===== src/rtl/sigmoid_pkg.sv =====
`default_nettype none
// ============================================================================
// Module      : sigmoid_pkg
// Description : Shared types and Q16 constants for the piecewise sigmoid/tanh pipe.
// Revision    : 1.0 - initial release
// ============================================================================
package sigmoid_pkg;

    typedef enum logic {
        OP_SIG  = 1'b0,
        OP_TANH = 1'b1
    } op_e;

    localparam int unsigned c_tag_lanes = 4;
    localparam int unsigned c_tag_idxw  = 5;

    // Breakpoints and segment offsets, expressed with 16 fractional bits.
    localparam logic [31:0] c_q16_bp_one = 32'h0001_0000;   // 1.0
    localparam logic [31:0] c_q16_bp_mid = 32'h0002_6000;   // 2.375
    localparam logic [31:0] c_q16_bp_sat = 32'h0005_0000;   // 5.0
    localparam logic [31:0] c_q16_off_lo  = 32'h0000_8000;  // 0.5
    localparam logic [31:0] c_q16_off_mid = 32'h0000_A000;  // 0.625
    localparam logic [31:0] c_q16_off_hi  = 32'h0000_D800;  // 0.84375

    localparam logic [1:0] c_seg_lo  = 2'd0;
    localparam logic [1:0] c_seg_mid = 2'd1;
    localparam logic [1:0] c_seg_hi  = 2'd2;
    localparam logic [1:0] c_seg_sat = 2'd3;

    typedef struct packed {
        logic                   reg_wen;
        logic [c_tag_lanes-1:0] word_sel;
        logic [c_tag_idxw-1:0]  index;
        op_e                    op;
    } stage_tag_t;

    function automatic logic [63:0] q16_rescale(input logic [31:0] v, input int frac);
        if (frac >= 16) begin
            return {32'd0, v} << (frac - 16);
        end else begin
            return {32'd0, v} >> (16 - frac);
        end
    endfunction

endpackage
`default_nettype wire


===== src/rtl/sigmoid_lane.sv =====
`default_nettype none
// ============================================================================
// Module      : sigmoid_lane
// Description : One lane of the 3-stage PLAN sigmoid / tanh evaluator.
// Revision    : 1.0 - initial release
// ============================================================================
module sigmoid_lane
    import sigmoid_pkg::*;
#(
    parameter int DW   = 32,
    parameter int FRAC = 16
) (
    input  logic          CLK,
    input  logic          nRST,
    input  logic [2:0]    ld,
    input  logic          flush,
    input  logic          op_s1,
    input  logic          op_s3,
    input  logic          en,
    input  logic [DW-1:0] x,
    output logic [DW-1:0] y,
    output logic          err
);

    localparam logic [DW-1:0] c_zero    = '0;
    localparam logic [DW-1:0] c_min     = {1'b1, {(DW-1){1'b0}}};
    localparam logic [DW-1:0] c_max     = {1'b0, {(DW-1){1'b1}}};
    localparam logic [DW-1:0] c_one     = DW'(q16_rescale(c_q16_bp_one, FRAC));
    localparam logic [DW-1:0] c_bp_mid  = DW'(q16_rescale(c_q16_bp_mid, FRAC));
    localparam logic [DW-1:0] c_bp_sat  = DW'(q16_rescale(c_q16_bp_sat, FRAC));
    localparam logic [DW-1:0] c_off_lo  = DW'(q16_rescale(c_q16_off_lo, FRAC));
    localparam logic [DW-1:0] c_off_mid = DW'(q16_rescale(c_q16_off_mid, FRAC));
    localparam logic [DW-1:0] c_off_hi  = DW'(q16_rescale(c_q16_off_hi, FRAC));

    logic [DW-1:0] w_x2;
    logic [DW-1:0] w_xin;
    logic [DW-1:0] w_abs;
    logic          w_neg;
    logic [1:0]    w_seg;

    logic [DW-3:0] r1_aq;
    logic [1:0]    r1_seg;
    logic          r1_neg;
    logic          r1_err;

    logic [DW-1:0] w_y;
    logic [DW-1:0] r2_y;
    logic          r2_neg;
    logic          r2_err;

    logic [DW-1:0] w_ys;
    logic [DW-1:0] w_tanh;
    logic [DW-1:0] w_res;

    // Stage 1: tanh pre-doubling with saturation, magnitude, segment pick.
    always_comb begin
        if (x[DW-1] != x[DW-2]) begin
            w_x2 = x[DW-1] ? c_min : c_max;
        end else begin
            w_x2 = {x[DW-2:0], 1'b0};
        end
        w_xin = (op_e'(op_s1) == OP_TANH) ? w_x2 : x;
        w_neg = w_xin[DW-1];
        w_abs = w_neg ? (c_zero - w_xin) : w_xin;
        if (w_abs >= c_bp_sat) begin
            w_seg = c_seg_sat;
        end else if (w_abs >= c_bp_mid) begin
            w_seg = c_seg_hi;
        end else if (w_abs >= c_one) begin
            w_seg = c_seg_mid;
        end else begin
            w_seg = c_seg_lo;
        end
    end

    always_ff @(posedge CLK or negedge nRST) begin
        if (!nRST) begin
            r1_aq  <= '0;
            r1_seg <= c_seg_lo;
            r1_neg <= 1'b0;
            r1_err <= 1'b0;
        end else if (ld[0]) begin
            r1_aq  <= w_abs[DW-1:2];
            r1_seg <= w_seg;
            r1_neg <= w_neg;
            r1_err <= (x == c_min);
        end
    end

    // Stage 2: r1_aq already holds a/4, so a/8 and a/32 are further shifts of it.
    always_comb begin
        case (r1_seg)
            c_seg_sat: w_y = c_one;
            c_seg_hi:  w_y = {5'b00000, r1_aq[DW-3:3]} + c_off_hi;
            c_seg_mid: w_y = {3'b000, r1_aq[DW-3:1]} + c_off_mid;
            default:   w_y = {2'b00, r1_aq} + c_off_lo;
        endcase
    end

    always_ff @(posedge CLK or negedge nRST) begin
        if (!nRST) begin
            r2_y   <= '0;
            r2_neg <= 1'b0;
            r2_err <= 1'b0;
        end else if (ld[1]) begin
            r2_y   <= w_y;
            r2_neg <= r1_neg;
            r2_err <= r1_err;
        end
    end

    // Stage 3: mirror for negative inputs, then tanh = 2*s - 1.
    always_comb begin
        w_ys   = r2_neg ? (c_one - r2_y) : r2_y;
        w_tanh = {w_ys[DW-2:0], 1'b0} - c_one;
        if (!en) begin
            w_res = c_zero;
        end else if (r2_err) begin
            w_res = (op_e'(op_s3) == OP_TANH) ? (c_zero - c_one) : c_zero;
        end else begin
            w_res = (op_e'(op_s3) == OP_TANH) ? w_tanh : w_ys;
        end
    end

    always_ff @(posedge CLK or negedge nRST) begin
        if (!nRST) begin
            y   <= '0;
            err <= 1'b0;
        end else if (flush) begin
            y   <= '0;
            err <= 1'b0;
        end else if (ld[2]) begin
            y   <= w_res;
            err <= en & r2_err;
        end
    end

endmodule
`default_nettype wire


===== src/rtl/sigmoid_pipe.sv =====
`default_nettype none
// ============================================================================
// Module      : sigmoid_pipe
// Description : Multi-lane elastic 3-stage sigmoid/tanh pipe with tag passthrough.
// Revision    : 1.0 - initial release
// ============================================================================
module sigmoid_pipe
    import sigmoid_pkg::*;
#(
    parameter int LANES = c_tag_lanes,
    parameter int DW    = 32,
    parameter int FRAC  = 16,
    parameter int IDXW  = c_tag_idxw
) (
    input  logic                CLK,
    input  logic                nRST,
    input  logic                in_valid,
    output logic                in_ready,
    input  logic                op,
    input  logic                flush,
    input  logic                reg_wen,
    input  logic [LANES-1:0]    word_sel,
    input  logic [IDXW-1:0]     index,
    input  logic [LANES*DW-1:0] data,
    output logic                out_valid,
    input  logic                out_ready,
    output logic [LANES*DW-1:0] result,
    output logic [LANES-1:0]    error,
    output logic                reg_wen_o,
    output logic [LANES-1:0]    word_sel_o,
    output logic [IDXW-1:0]     index_o,
    output logic                empty
);

    logic       r_v1;
    logic       r_v2;
    logic       r_v3;
    logic       w_ld1;
    logic       w_ld2;
    logic       w_ld3;
    logic       w_dld1;
    logic       w_dld2;
    logic       w_dld3;
    stage_tag_t w_tag_in;
    stage_tag_t r_tag1;
    stage_tag_t r_tag2;

    // A stage may take new content when it is empty or its content moves on.
    assign w_ld3     = ~r_v3 | out_ready;
    assign w_ld2     = ~r_v2 | w_ld3;
    assign w_ld1     = ~r_v1 | w_ld2;
    assign in_ready  = ~flush & w_ld1;
    assign out_valid = r_v3;
    assign empty     = ~(r_v1 | r_v2 | r_v3);

    assign w_dld1 = in_valid & in_ready;
    assign w_dld2 = ~flush & w_ld2 & r_v1;
    assign w_dld3 = ~flush & w_ld3 & r_v2;

    always_comb begin
        w_tag_in          = '0;
        w_tag_in.reg_wen  = reg_wen;
        w_tag_in.word_sel = word_sel;
        w_tag_in.index    = index;
        w_tag_in.op       = op_e'(op);
    end

    always_ff @(posedge CLK or negedge nRST) begin
        if (!nRST) begin
            r_v1 <= 1'b0;
            r_v2 <= 1'b0;
            r_v3 <= 1'b0;
        end else if (flush) begin
            r_v1 <= 1'b0;
            r_v2 <= 1'b0;
            r_v3 <= 1'b0;
        end else begin
            if (w_ld3) r_v3 <= r_v2;
            if (w_ld2) r_v2 <= r_v1;
            if (w_ld1) r_v1 <= in_valid;
        end
    end

    always_ff @(posedge CLK or negedge nRST) begin
        if (!nRST) begin
            r_tag1 <= '0;
            r_tag2 <= '0;
        end else begin
            if (w_dld1) r_tag1 <= w_tag_in;
            if (w_dld2) r_tag2 <= r_tag1;
        end
    end

    always_ff @(posedge CLK or negedge nRST) begin
        if (!nRST) begin
            reg_wen_o  <= 1'b0;
            word_sel_o <= '0;
            index_o    <= '0;
        end else if (flush) begin
            reg_wen_o  <= 1'b0;
            word_sel_o <= '0;
            index_o    <= '0;
        end else if (w_dld3) begin
            reg_wen_o  <= r_tag2.reg_wen;
            word_sel_o <= r_tag2.word_sel;
            index_o    <= r_tag2.index;
        end
    end

    for (genvar k = 0; k < LANES; k++) begin : g_lane
        sigmoid_lane #(
            .DW   (DW),
            .FRAC (FRAC)
        ) u_lane (
            .CLK   (CLK),
            .nRST  (nRST),
            .ld    ({w_dld3, w_dld2, w_dld1}),
            .flush (flush),
            .op_s1 (op),
            .op_s3 (r_tag2.op),
            .en    (r_tag2.word_sel[k]),
            .x     (data[k*DW +: DW]),
            .y     (result[k*DW +: DW]),
            .err   (error[k])
        );
    end

endmodule
`default_nettype wire


===== config.mk =====
export PLATFORM = sky130hd
export DESIGN_NAME = sigmoid_pipe
export DESIGN_NICKNAME = d
export VERILOG_FILES = /design/src/rtl/sigmoid_pkg.sv /design/src/rtl/sigmoid_lane.sv /design/src/rtl/sigmoid_pipe.sv
export SDC_FILE = /design/constraint.sdc
export NUM_CORES = 2
export LEC_CHECK = 0
export CAP_MARGIN = 20
export CORE_MARGIN = 1
export CORE_UTILIZATION = 35
export CTS_CLUSTER_DIAMETER = 50
export DETAILED_ROUTE_END_ITERATION = 10
export HOLD_SLACK_MARGIN = 0.02
export SETUP_SLACK_MARGIN = 0.15
export SKIP_CTS_REPAIR_TIMING = 1
export SYNTH_ARGS = -nofsm -noshare
export SYNTH_HDL_FRONTEND = slang
export SYNTH_SLANG_ARGS = --single-unit

===== constraint.sdc =====
create_clock -name CLK -period 3.5 [get_ports CLK]
set_input_delay 0.875 -clock CLK [delete_from_list [all_inputs] [get_ports CLK]]
set_output_delay 0.875 -clock CLK [all_outputs]
set_load 0.005 [all_outputs]

## Word-level counts from Yosys, hierarchy flattened

Cells that the tools add are included.

| cells by class | value |
|---|---|
| add/sub/neg operators | 24 |
| multipliers | 0 |
| divide/modulo/power cells | 0 |
| order comparisons | 12 |
| equality and inequality tests | 20 |
| shifts and indexed selects | 0 |
| multiplexer cells | 77 |
| bitwise logic cells | 20 |
| reduce and logical (&&, ||, !) cells | 4 |

Operator list:

| kind | number |
|---|---|
| two-way mux 32 bit | 41 |
| one-hot mux 32 bit (3 select lines) | 4 |
| equality test 32 bit, second input constant | 4 |
| greater-or-equal comparator 32 x 17 -> 1 bit, second input constant | 4 |
| greater-or-equal comparator 32 x 18 -> 1 bit, second input constant | 4 |
| greater-or-equal comparator 32 x 19 -> 1 bit, second input constant | 4 |
| subtractor 1 x 32 -> 32 bit, first input constant | 4 |
| subtractor 17 x 32 -> 32 bit, first input constant | 4 |
| subtractor 32 x 17 -> 32 bit, second input constant | 4 |
| adder 30 x 16 -> 31 bit, second input constant | 4 |
| adder 29 x 16 -> 30 bit, second input constant | 4 |
| adder 27 x 16 -> 28 bit, second input constant | 4 |
| two-way mux 1 bit | 20 |
| equality test 2 bit, second input constant | 8 |
| two-way mux 2 bit | 8 |
| AND 1 bit | 10 |
| two-way mux 5 bit | 2 |
| equality test 2 x 1 -> 1 bit, second input constant | 4 |
| two-way mux 4 bit | 2 |
| nonzero test 2 bit | 4 |
| NOT 1 bit | 5 |
| OR 1 bit | 5 |
| != test 1 bit | 4 |

| word-level totals | value |
|---|---|
| flip-flop bits (word level) | 439 |
| bits in latches | 0 |
| RAM bits | 0 |
| ROM bits | 0 |
| output and inout bits | 145 |
| memories kept | 0 |

## Longest topological paths before layout

| logic depth | value |
|---|---|
| depth in word-level cells | 9 |
| gate-level depth with buffers | 26 |
| mapped depth without buffers | 16 |

## Modules after synthesis

A second synthesis with hierarchy kept.

| unflattened totals | value |
|---|---|
| cells, all modules | 4524 |
| area total of the unflattened synthesis | 36475.0 um^2 |

Modules (own cells, without submodules):

| module | instances | cells an instance | area each (um^2) | seq. area each (um^2) |
|---|---|---|---|---|
| sigmoid_lane (g_lane[0].u_lane ...) | 3 | 1116 | 8846.0 | 2502.4 |
| sigmoid_lane (g_lane[1].u_lane) | 1 | 1087 | 8536.9 | 2502.4 |
| sigmoid_pipe | 1 | 89 | 1400.1 | 875.8 |

## Least setup slack after synthesis

OpenSTA, ideal clock, no wires.

| timing | value |
|---|---|
| path kind | input to register |
| start | input port op |
| end | register g_lane[2].u_lane.r1_seg[1] |
| data arrival time | 5.873 ns |
| slack | -2.515 ns |
| stages | 25 |
| buffers on the path | 13 |
| path through | buf_2 > buf_4 > buf_4 > buf_4 > buf_4 > buf_2 > buf_4 > buf_2 > buf_2 > buf_2 > buf_2 > buf_2 > buf_1 > mux2i_1 > ha_1 > inv_1 > a311oi_1 > nand2_1 > or4_1 > or3_1 > o21ai_1 > a32o_1 > nand4_1 > nor4_1 > a32oi_1 |

| on the way | value |
|---|---|
| cells in the longest elaborated chain, start to end | 6 |
| elaborated cells between the ends (all ways) | 7 |
| those cells by class | add/sub (1); order compare (2); mux (4) |

RTL lines:

| item | RTL line | RTL |
|---|---|---|
| start, declared | sigmoid_pipe.sv:19 | `input logic op,` |
| two-way mux 32 bit (*) | sigmoid_lane.sv:62 | `w_xin = (op_e'(op_s1) == OP_TANH) ? w_x2 : x;` |
| subtractor 1 x 32 -> 32 bit | sigmoid_lane.sv:64 | `w_abs = w_neg ? (c_zero - w_xin) : w_xin;` |
| two-way mux 32 bit (*) | sigmoid_lane.sv:64 |  |
| greater-or-equal comparator 32 x 18 -> 1 bit | sigmoid_lane.sv:67 | `end else if (w_abs >= c_bp_mid) begin` |
| two-way mux 2 bit | sigmoid_lane.sv:67 |  |
| two-way mux 2 bit (*) | sigmoid_lane.sv:65 | `if (w_abs >= c_bp_sat) begin` |
| end signal, assigned | sigmoid_lane.sv:79 | `r1_seg <= c_seg_lo;` |
| end signal, assigned | sigmoid_lane.sv:84 | `r1_seg <= w_seg;` |
| end, declared | sigmoid_lane.sv:42 | `logic [1:0] r1_seg;` |

Mark *: on every way between the ends. The rest lies on a longest branch, timed or not.
A chain may end at the register's enable or synchronous reset.

## Final worst setup path

| timing | value |
|---|---|
| start | input port data[95] |
| end | register g_lane[2].u_lane.r1_seg[1] |

| on the way | value |
|---|---|
| cells in the longest elaborated chain, start to end | 8 |
| elaborated cells between the ends (all ways) | 10 |
| those cells by class | add/sub (1); order compare (2); eq/ne (1); mux (6) |

RTL lines:

| item | RTL line | RTL |
|---|---|---|
| start, declared | sigmoid_pipe.sv:24 | `input logic [LANES*DW-1:0] data,` |
| two-way mux 32 bit / != test 1 bit (equally long branches) | sigmoid_lane.sv:58, sigmoid_lane.sv:57 |  |
| two-way mux 32 bit | sigmoid_lane.sv:57 | `if (x[DW-1] != x[DW-2]) begin` |
| two-way mux 32 bit (*) | sigmoid_lane.sv:62 |  |
| subtractor 1 x 32 -> 32 bit | sigmoid_lane.sv:64 |  |
| two-way mux 32 bit (*) | sigmoid_lane.sv:64 |  |
| greater-or-equal comparator 32 x 18 -> 1 bit | sigmoid_lane.sv:67 |  |
| two-way mux 2 bit | sigmoid_lane.sv:67 |  |
| two-way mux 2 bit (*) | sigmoid_lane.sv:65 |  |

Marked as above.

==> key figures <==
Route
  • First-pass detailed-route iteration total: 5
  • Initial DRC count: ~3k
  • Vias per std cell: 5.408
  • WL/cell: 17.65 µm
  • Final WL: 117100 µm
  • Via Count: 35.87k
  • Remaining antenna violation count: 0
  • DRC: 0

Timing
  • Final Skew: 0.02914 ns
  • Final setup fails: 0
  • Worst hold margin: 0.1759 ns
  • Crit share post-route: 0.9940
  • RSZ-0062 raised after global routing: yes
  • Fin. max-slew vios: 0
  • Fmax: 0.2874 GHz
  • Fin worst setup slack: roughly 0.021 ns
  • Final hold violations: 0
  • Least-Margin Pin Slew: 0.9760 ns
  • Final min period: 3.479 ns
  • Relative slew slack: 0.3480

Floorplanning
  • Chip width: 317.5 µm
  • IO Count: 289
  • Die area: 100800 µm²
  • # rows: between 100 and 150
  • Die height: 317.5 µm
  • Core region area: between 90000 and 100000 µm²
  • Initial Utilization: 0.3535

Synthesis
  • #FFs+latches synth: 435
  • Synth top area cells: dfrtp_1, nand2_1, o21ai_0, a21oi_1, xnor2_1
  • Async SR Flop Fraction: 1.000
  • Average cell area after synthesis: 7.483 µm²
  • Syn Nets: a little under 5k
  • Yosys warns: 0
  • Post-synth top area cell: dfrtp_1
  • Synth cell types: 90
  • Seq/Total Area, Yosys: 0.3124
  • Cell count after synthesis: roughly 4.7k
  • Post-synth EDFFs: 0
  • Synth Cell Area: 34840 µm²
  • Predominant post-synthesis flop cell: dfrtp_1
  • Synth top area share: 0.3124

Place
  • Place WS: -1.195 ns
  • Port Buf Inserts: approximately 290
  • DP HPWL: between 90000 and 100000 µm
  • Final GP Congestion: 0.9170

Clocking
  • Clock Sinks: 435
  • CTS clock-pin slew for the worst setup and hold paths: 0.06 ns
  • CTS Buffer Depth: 3
  • Worst-skew pair later-pin latency: roughly 0.62 ns
  • CTS tree: done
  • CTS root buf: clkbuf_16
  • H-tree levels: 2
  • Num CTS Buffers: 54

Worst setup path
  • Critical-path top delay cell: or4_4
  • Critical Path Fanout Max: 4
  • CP Capture Type: register
  • Buffers and inverters on the worst path: 2
  • Worst Path Class, Setup: in -> reg
  • CP delay by family, top: simple AND/OR/NAND/NOR gates
  • Startpoint types: input port
  • Slowest stage delay, CP: 0.55 ns
  • Worst EP required: 3.98 ns
  • Crit-path cells: buf_8 > ha_4 > nand2b_4 > and3_4 > a21oi_2 > ha_2 > inv_2 > a311oi_2 > nand2_1 > or4_4 > or3_4 > o21ai_2 > a32o_1 > nand4_1 > nor4_4 > a32oi_1
  • CP arrival: 3.96 ns

Min path
  • Hold crit path type: in -> async

Power
  • Pwr/cell area: 366.9 nW/µm²
  • VDD IR max: ~0.00035 V
  • Total Power: 16.83 mW
  • Pleak: 19.48 nW

Status
  • Outcome: complete, no violations

Finish
  • Core Util, Final: 0.4655
  • NumNets Final: 5484
  • Fillers: 9783
  • Synthesis-to-layout area growth: 31.69%
  • Most frequent cells in the layout: nand2_1, buf_4, o21ai_0, dfrtp_1, nor2_1
  • Most common cell after layout, fill and taps aside: nand2_1
  • Share of cells above drive strength 1: 0.1915

Global routing
  • Initial antenna violation count: 8
  • Vias in the first global route: roughly 33k
  • Total congestion overflow: 0
  • Total GRT Usage: 0.2233
  • Largest net degree at the start of global routing: ~110
  • GR Util met3: 0.02605
  • Global-route wire length before repair: between 150000 and 200000 µm
  • GRT Max-Usage Layer: met1
  • GR met1 Demand/Resource: 0.3672
  • Global-route met2 utilization: 0.2990

Flow run
  • Max Cap Viol: 0
[path summary, 6_finish.rpt]
kind | start | end | slack [ns] | depth (start not counted)
worst max register to register | g_lane[1].u_lane.r2_y[8]$_DFFE_PN0P_ | g_lane[1].u_lane.y[30]$_DFFE_PN0P_ | 0.11 | 12
max in group asynchronous | nRST | g_lane[3].u_lane.r1_aq[17]$_DFFE_PN0P_ | 2.50 | 2
worst max-delay path | data[95] | g_lane[2].u_lane.r1_seg[1]$_DFFE_PN0P_ | 0.02 | 16
worst min-delay path | nRST | g_lane[3].u_lane.r2_y[11]$_DFFE_PN0P_ | 0.18 | 1
worst min register to register | g_lane[3].u_lane.y[21]$_DFFE_PN0P_ | g_lane[3].u_lane.y[21]$_DFFE_PN0P_ | 0.47 | 2
min in group CLK | g_lane[3].u_lane.y[21]$_DFFE_PN0P_ | g_lane[3].u_lane.y[21]$_DFFE_PN0P_ | 0.47 | 2
[layout make-up]
type | count | area, µm² | share of cell area
multi-input cells | 3768 | 23070 | 0.5028
flip-flops and latches | 435 | 10890 | 0.2373
repair buffers | 968 | 8260 | 0.1800
well taps | 1287 | 1610 | 0.03510
clock buffers | 71 | 1515 | 0.03302
inverters | 71 | 269.0 | 0.005863
clock inverters | 30 | 259.0 | 0.005645
diodes | 3 | 7.507 | 0.0001636
[cells by family (layout without fill, tap and decap cells)]
group / count (synthesis) / count (layout) / synth area share
simple gates: 1852 / 1852 / 0.2490
compound gates: 1409 / 1409 / 0.2493
buf+inv: 453 / 1140 / 0.05283
flops: 435 / 435 / 0.3124
xor+xnor: 377 / 377 / 0.09477
mux: 88 / 88 / 0.02661
fa+ha+maj: 42 / 42 / 0.01508
other cells: 0 / 3 / 0
[flip-flops by register name (all words and copies together), names as in the netlist]
signal / count
r_v1: 1
g_lane.u_lane.r2_err: 4
r_v2: 1
g_lane.u_lane.r1_neg: 4
g_lane.u_lane.r1_aq: 120
word_sel_o: 4
g_lane.u_lane.err: 4
g_lane.u_lane.r1_err: 4
g_lane.u_lane.r2_neg: 4
g_lane.u_lane.r2_y: 124
g_lane.u_lane.y: 128
index_o: 5
r_tag2: 11
r_tag1: 11
out_valid: 1
g_lane.u_lane.r1_seg: 8
reg_wen_o: 1
[cells in the mapped netlist, types with 56 or more instances]
master	count
a21oi_1	340
a22o_1	56
a31oi_1	82
clkbuf_1	281
dfrtp_1	435
inv_1	65
nand2_1	746
nand3_1	100
nor2_1	425
nor2b_1	84
nor3_1	94
nor4_1	67
o21ai_0	495
o31ai_1	59
xnor2_1	194
xor2_1	183
[layer usage]
metal	routed length, µm	up-vias
li1	-	17920
met1	62440	16720
met2	45610	1103
met3	6575	126
met4	2387	6
met5	40	-
[worst reg2reg max path, stage by stage, from the launching register on]
cell and delay [ns]:
dfrtp_1 0.38, or4_4 0.57, buf_6 0.15, nor4_4 0.25, buf_4 0.18, a21boi_2 0.07, o21ai_1 0.15, xor2_1 0.25
nand4bb_2 0.18, or4_4 0.54, or3_4 0.34, a21oi_2 0.14, o21ai_1 0.07
[where the power goes]
group	leakage [nW]	internal (mW)	switching (mW)
Sequential	5.76	5.38	0.578
Clock	0.871	3.12	2.37
Combinational	12.9	2.45	2.94
[stage by stage]
stage / instance area [µm²] / cells / TNS [ns]
2_1_floorplan: 35190 / 4656 / -45.85
3_3_place_gp: 43220 / 6509 / -47.70
3_5_place_dp: 43220 / 6509 / -53.21
4_1_cts: 44990 / 6610 / -5.371
5_1_grt: 45880 / 6633 / -0.2053
6_report: 45880 / 6633 / 0
Note: power is estimated with default switching activity, not from simulation.
